File: src/rtl/thermo_pkg.sv
// Shared types and widths for the thermometer count bus (encoder and decoder sides).
package thermo_pkg;

  localparam int THERMO_W = 16;
  localparam int CNT_W    = 4;

  typedef enum logic [1:0] {
    SEARCH = 2'd0,
    LOCKED = 2'd1,
    FAULT  = 2'd2
  } thermo_state_e;

endpackage

File: src/rtl/thermo_code_check.sv
// Combinational classifier: thermometer code -> popcount and legal / bubble / range flags.
module thermo_code_check
  import thermo_pkg::*;
#(
  parameter int MAX_COUNT = 9
) (
  input  logic [THERMO_W-1:0] code,
  output logic [CNT_W-1:0]    k,
  output logic                is_legal,
  output logic                is_bubble,
  output logic                is_range
);

  localparam int PW = $clog2(THERMO_W + 1);

  logic [PW-1:0]     ones;
  logic [THERMO_W:0] code_ext;
  logic [THERMO_W:0] code_plus1;
  logic              contig;

  always_comb begin
    ones = '0;
    for (int i = 0; i < THERMO_W; i++) begin
      ones = ones + PW'(code[i]);
    end
  end

  // A code of the form 2^k-1 shares no set bit with its successor.
  assign code_ext   = {1'b0, code};
  assign code_plus1 = code_ext + 1'b1;
  assign contig     = (code_ext & code_plus1) == '0;

  assign k         = ones[CNT_W-1:0];
  assign is_legal  = contig && (ones <= PW'(MAX_COUNT));
  assign is_range  = contig && (ones > PW'(MAX_COUNT));
  assign is_bubble = !contig;

endmodule

File: src/rtl/thermo_count_decoder.sv
// Receive side of the thermometer count bus: synchronise, qualify over several samples, decode.
module thermo_count_decoder
  import thermo_pkg::*;
#(
  parameter int SYNC_STAGES    = 2,
  parameter int STABLE_SAMPLES = 3,
  parameter int MAX_COUNT      = 9
) (
  input  logic                sys_clk,
  input  logic                rst_n,
  input  logic                clk_en,
  input  logic [THERMO_W-1:0] thermo_in,
  output logic [CNT_W-1:0]    count,
  output logic                count_valid,
  output logic                update_p,
  output logic                bubble_err,
  output logic                range_err
);

  localparam logic [3:0] STAB_MAX = 4'(STABLE_SAMPLES - 1);

  logic [SYNC_STAGES-1:0][THERMO_W-1:0] sync_reg;
  logic [THERMO_W-1:0] s_code;
  logic [THERMO_W-1:0] samp_reg;
  logic [3:0]          stab_reg, stab_next;
  thermo_state_e       state_reg, state_next;
  logic [CNT_W-1:0]    count_reg, count_next;
  logic                valid_reg, valid_next;
  logic                bub_reg, bub_next;
  logic                rng_reg, rng_next;
  logic                upd_reg, upd_next;
  // Set once any count has been qualified since reset; a relock to an
  // unchanged value after a glitch must not pulse update_p.
  logic                ever_reg, ever_next;
  logic                same, qualified;
  logic [CNT_W-1:0]    k;
  logic                is_legal, is_bubble, is_range;

  assign s_code = sync_reg[SYNC_STAGES-1];

  thermo_code_check #(
    .MAX_COUNT(MAX_COUNT)
  ) u_check (
    .code      (s_code),
    .k         (k),
    .is_legal  (is_legal),
    .is_bubble (is_bubble),
    .is_range  (is_range)
  );

  always_comb begin
    same = (s_code == samp_reg);
    if (!same) begin
      stab_next = '0;
    end else if (stab_reg == STAB_MAX) begin
      stab_next = stab_reg;
    end else begin
      stab_next = stab_reg + 4'd1;
    end
    qualified = (STABLE_SAMPLES == 1) || (same && (stab_next == STAB_MAX));
  end

  always_comb begin
    state_next = state_reg;
    count_next = count_reg;
    valid_next = valid_reg;
    bub_next   = bub_reg;
    rng_next   = rng_reg;
    ever_next  = ever_reg;
    upd_next   = 1'b0;
    case (state_reg)
      SEARCH: begin
        if (qualified) begin
          if (is_legal) begin
            state_next = LOCKED;
            count_next = k;
            valid_next = 1'b1;
            bub_next   = 1'b0;
            rng_next   = 1'b0;
            ever_next  = 1'b1;
            upd_next   = !ever_reg || (k != count_reg);
          end else begin
            state_next = FAULT;
            bub_next   = bub_reg | is_bubble;
            rng_next   = rng_reg | is_range;
          end
        end
      end
      LOCKED: begin
        if (!same) begin
          state_next = SEARCH;
          valid_next = 1'b0;
        end
      end
      FAULT: begin
        if (!same) begin
          state_next = SEARCH;
        end
      end
      default: state_next = SEARCH;
    endcase
  end

  always_ff @(posedge sys_clk or negedge rst_n) begin
    if (!rst_n) begin
      sync_reg  <= '0;
      samp_reg  <= '0;
      stab_reg  <= '0;
      state_reg <= SEARCH;
      count_reg <= '0;
      valid_reg <= 1'b0;
      bub_reg   <= 1'b0;
      rng_reg   <= 1'b0;
      upd_reg   <= 1'b0;
      ever_reg  <= 1'b0;
    end else begin
      sync_reg <= {sync_reg[SYNC_STAGES-2:0], thermo_in};
      upd_reg  <= clk_en & upd_next;
      if (clk_en) begin
        samp_reg  <= s_code;
        stab_reg  <= stab_next;
        state_reg <= state_next;
        count_reg <= count_next;
        valid_reg <= valid_next;
        bub_reg   <= bub_next;
        rng_reg   <= rng_next;
        ever_reg  <= ever_next;
      end
    end
  end

  assign count       = count_reg;
  assign count_valid = valid_reg;
  assign update_p    = upd_reg;
  assign bubble_err  = bub_reg;
  assign range_err   = rng_reg;

endmodule

File: config.mk
export PLATFORM = sky130hd
export DESIGN_NAME = thermo_count_decoder
export DESIGN_NICKNAME = d
export VERILOG_FILES = /design/src/rtl/thermo_pkg.sv /design/src/rtl/thermo_code_check.sv /design/src/rtl/thermo_count_decoder.sv
export SDC_FILE = /design/constraint.sdc
export NUM_CORES = 1
export LEC_CHECK = 0
export CORE_UTILIZATION = 51
export CTS_BUF_LIST = sky130_fd_sc_hd__clkbuf_4 sky130_fd_sc_hd__clkbuf_8 sky130_fd_sc_hd__clkbuf_16
export DETAILED_ROUTE_END_ITERATION = 10
export PLACE_DENSITY = 0.75
export SLEW_MARGIN = 30
export SYNTH_ARGS = -nofsm -noshare
export SYNTH_HDL_FRONTEND = slang
export SYNTH_SLANG_ARGS = --single-unit
File: constraint.sdc
create_clock -name sys_clk -period 4.6 [get_ports sys_clk]
set_clock_uncertainty 0.05 [all_clocks]
set_input_delay 0.46 -clock sys_clk [delete_from_list [all_inputs] [get_ports sys_clk]]
set_output_delay 0.46 -clock sys_clk [all_outputs]
set_load 0.1 [all_outputs]
==> impl_results.md, run 1 <==
* Primary FF master, synth: dfrtp_1
* Post-Syn Nets at 280
* Root buf cell: clkbuf_8
* CP Class: flip-flop to flip-flop
* Top-area cell type share of the netlist area at a little over half
* Post-synthesis async set-or-reset flop share at 100%
* Synth Area in Adders at 11.3%
* Post-synthesis mux area share at about 8.9%
* Leak at 1.71 nW
* Slew Limit Fails at 0
* Total core area at 5570 um^2
* Synth warn at 0
* Avg WL per Cell at ~14 um
* Status: finished, violations left
* Arrival @ worst endpoint at 4890 ps
* Min-Delay Path Class: input port to asynchronous set/reset pin
* Die width at a little under 80 um
* Nets at about 330
* Slew Limit Headroom at a little over a third
* Die area at between 6000 and 7000 um^2
* Clock transition at the registers of the reported paths at about 70 ps
* Port bufs at 26
* Min Hold Slack at 231 ps
* Routability congestion estimate at ~0.95
* Dpl cells at 350
* Initial antenna violation count at 0
* Max VDD drop at around 0.31 mV
* Synth area leader: dfrtp_1
* H-tree Lvls at 3
* Largest family of logic cells by synthesized area: adder cells
* Top Ports at 27
* CP dominant cell by count: fa_1
* Sequential-to-total area share from yosys stat at between 50% and 60%
* CP startpoint kind: flip-flop
* Count of flip-flops with a built-in enable after synthesis at 0
* Drt total wl at around 5100 um
* Final Hold Vio Count at 0
* Maximum clock rate at ~210 MHz
* Synth area leaders: dfrtp_1 (53%), mux2_2 (7.5%), fa_1 (6.7%)
* Clock Latency Late Sink at 330 ps
* Post-route ant nets at 0
* Diodes inserted at 0
* Die Span Y at between 70 and 80 um
* Cells after synthesis at 240
* Crit Path Max Fanout at 5
* Vias in the first global route at roughly 1900
* Num rows at 27
* Max-Cap Viols at 0
* Fraction of layout instances using a drive strength above 1 at between 20% and 30%
* Detailed Routing Iterations Pass 1 at 4
* Crit. End Element: flip-flop
* Post-synthesis cell type count at between 40 and 50
* Tot GR Track Use at ~20%
* Layout area overhead at 23.1%
* Failing checks: negative setup slack
* Max Buffers Root-to-Sink at 2
* Clock Sinks at 63
* # DRC at 0
* Final Non-Filler Cells at 368
* Complex-gate fraction of the synthesized area at approximately 7%
* Data required, critical path at 4770 ps
* Total number of vias at about 1900
* Pin count of the biggest net entering global routing at 64
* RSZ-0062 raised after global routing: true
* Final min period at around 4700 ps
* CP delay by family, top: adder cells
* CTS buffer count at 9
* Synth Area in Simple Gates at between 8 and 9%
* DR vias/cell at between 5 and 6
* Worst setup margin at -126 ps
* Grt total ovfl at 0
* Final-report setup violation count at 8
* CP cell instances: ha_4 -> fa_1 -> inv_1 -> fa_1 -> fa_1 -> inv_1 -> fa_1 -> fa_2 -> inv_2 -> fa_2 -> o21ai_2 -> a21oi_1 -> o32ai_1 -> a21o_1 -> nand4_4 -> mux2_4
* Slew @ Worst Pin at ~960 ps
* PwrDens at 434 nW/um^2
* Initial Util at a little over half
* Mapped Avg Cell Area at roughly 12 um^2
* CP bufs+invs at 3
* Total power at approximately 1.6 mW
* Largest stage delay, worst path at a little under 500 ps
* Hold-fix buffers, CTS at 0
* Post-synthesis register bit count at 63
* CTS tree: built
* Post-synthesis xor/xnor area fraction at 6.75%
* Final period util at 103%
* Synth top cells by count: dfrtp_1 (63), inv_1 (32), mux2_2 (20)
* First-pass GRT wire length at around 9000 um
* Crit path max-delay cell type: fa_1
* Post-Syn Area at a little under 3000 um^2
* Placed wire-length estimate at around 3700 um
* Starting DRT DRC Count at 22
* Most instantiated library cell after synthesis: dfrtp_1
## layout by cell type, fill, tap and decap left out, types with 2 or more instances in the layout
cell type        netlist  layout
inv_2                  1       3
fa_2                   0       2
and3_1                 2       2
clkinv_2               0       2
nand2_1               12      12
a21o_1                 2       2
nand3_1                6       6
nand4_1                3       3
fa_1                  10       8
mux2i_1                4       4
clkdlybuf4s50_1        0      25
dfrtp_1               63      62
clkbuf_4               0       3
clkbuf_8               0       9
a21oi_1                4       4
mux2_2                20      19
nor2_1                 4       4
xnor2_1                5       5
nor4_1                 4       4
nor2b_1                2       2
ha_1                  11      10
buf_4                  0      14
o21ai_0                9       8
buf_6                  0       2
o22ai_1                2       2
inv_1                 32      30
xor2_1                18      18
## worst reg2reg max path, stage by stage (launching register included)
cell     delay [ps]
dfrtp_2         430
ha_4            250
fa_1            490
inv_1            50
fa_1            440
fa_1            490
inv_1            50
fa_1            450
fa_2            350
inv_2            70
fa_2            470
o21ai_2         130
a21oi_1          70
o32ai_1         100
a21o_1          230
nand4_4         150
mux2_4          340
## where the power goes
part	leakage, nW	total, mW	switching [mW]	internal, mW
Sequential	0.756	0.610	0.0223	0.587
Combinational	0.855	0.522	0.252	0.269
Clock	0.101	0.464	0.197	0.267
Total	1.71	1.59	0.472	1.12
## area by class of cell
type / instances / area, um^2
Timing Repair Buffer: 42 / 383
Inverter: 33 / 124
Fill cell: 429 / 1900
Clock inverter: 4 / 47.5
Clock buffer: 12 / 146
Sequential cell: 63 / 1580
Multi-Input combinational cell: 142 / 1310
Tap cell: 72 / 90.1
## kinds of logic after synthesis
family	count (synthesis)
adders and majority gates	21
and+or+nand+nor	44
muxes	24
AOI/OAI and AO/OA	30
xor gates and xnor gates	23
DFF	63
buffers and inverters	35
## worst paths after layout
check / slack [ps] / to / startpoint / cells after the start
hold reg to reg: 300 / s_code[14] / sync_reg[14] / 0
max in group asynchronous: 3710 / s_code[1] / rst_n / 2
hold / removal: 230 / ever_reg / rst_n / 2
min in group sys_clk: 300 / s_code[14] / sync_reg[14] / 0
setup reg to reg: -130 / count[1] / s_code[1] / 16
setup / recovery: -130 / count[1] / s_code[1] / 16
## timing repair
action                     in CTS  in global routing
gates resized for setup         1                  4
pin swaps                       4                  2
setup endpoints to repair       9                 11
setup buffers                   1                  1
## metal layers
layer  track usage, %  vias to the layer above  wire length (um)
met3             4.53                       16               126
li1                 -                      918                 -
met1             23.4                      904              2260
met2             33.2                       35              2580
met5                0                        -                 0
met4             11.3                        0               136
## metrics by stage
| stage | area, um^2 | utilization, % | setup slack (ps) | TNS (ps) |
|---|---|---|---|---|
| after floorplan | 3000 | - | -123 | -345 |
| after global placement | 3450 | 61.8 | -91.3 | -301 |
| after detailed placement | 3450 | 61.8 | -198 | -1150 |
| after CTS | 3650 | 65.5 | -129 | -700 |
| after global routing | 3670 | 65.9 | -306 | -2550 |
| final | 3670 | 65.9 | -126 | -672 |
Power figures use the tool's default switching activity.
==> inputs of run 2 (changes only) <==
Settings changed: CTS_CLUSTER_SIZE set to 28.
==> results of run 2 <==
The final DEF is identical to that of run 1; final timing and power are the same.
==> inputs of run 3 (changes only) <==
Settings changed: GPL_ROUTABILITY_DRIVEN set to 0.
==> results of run 3 <==
The final DEF is identical to that of run 1; final timing and power are the same.
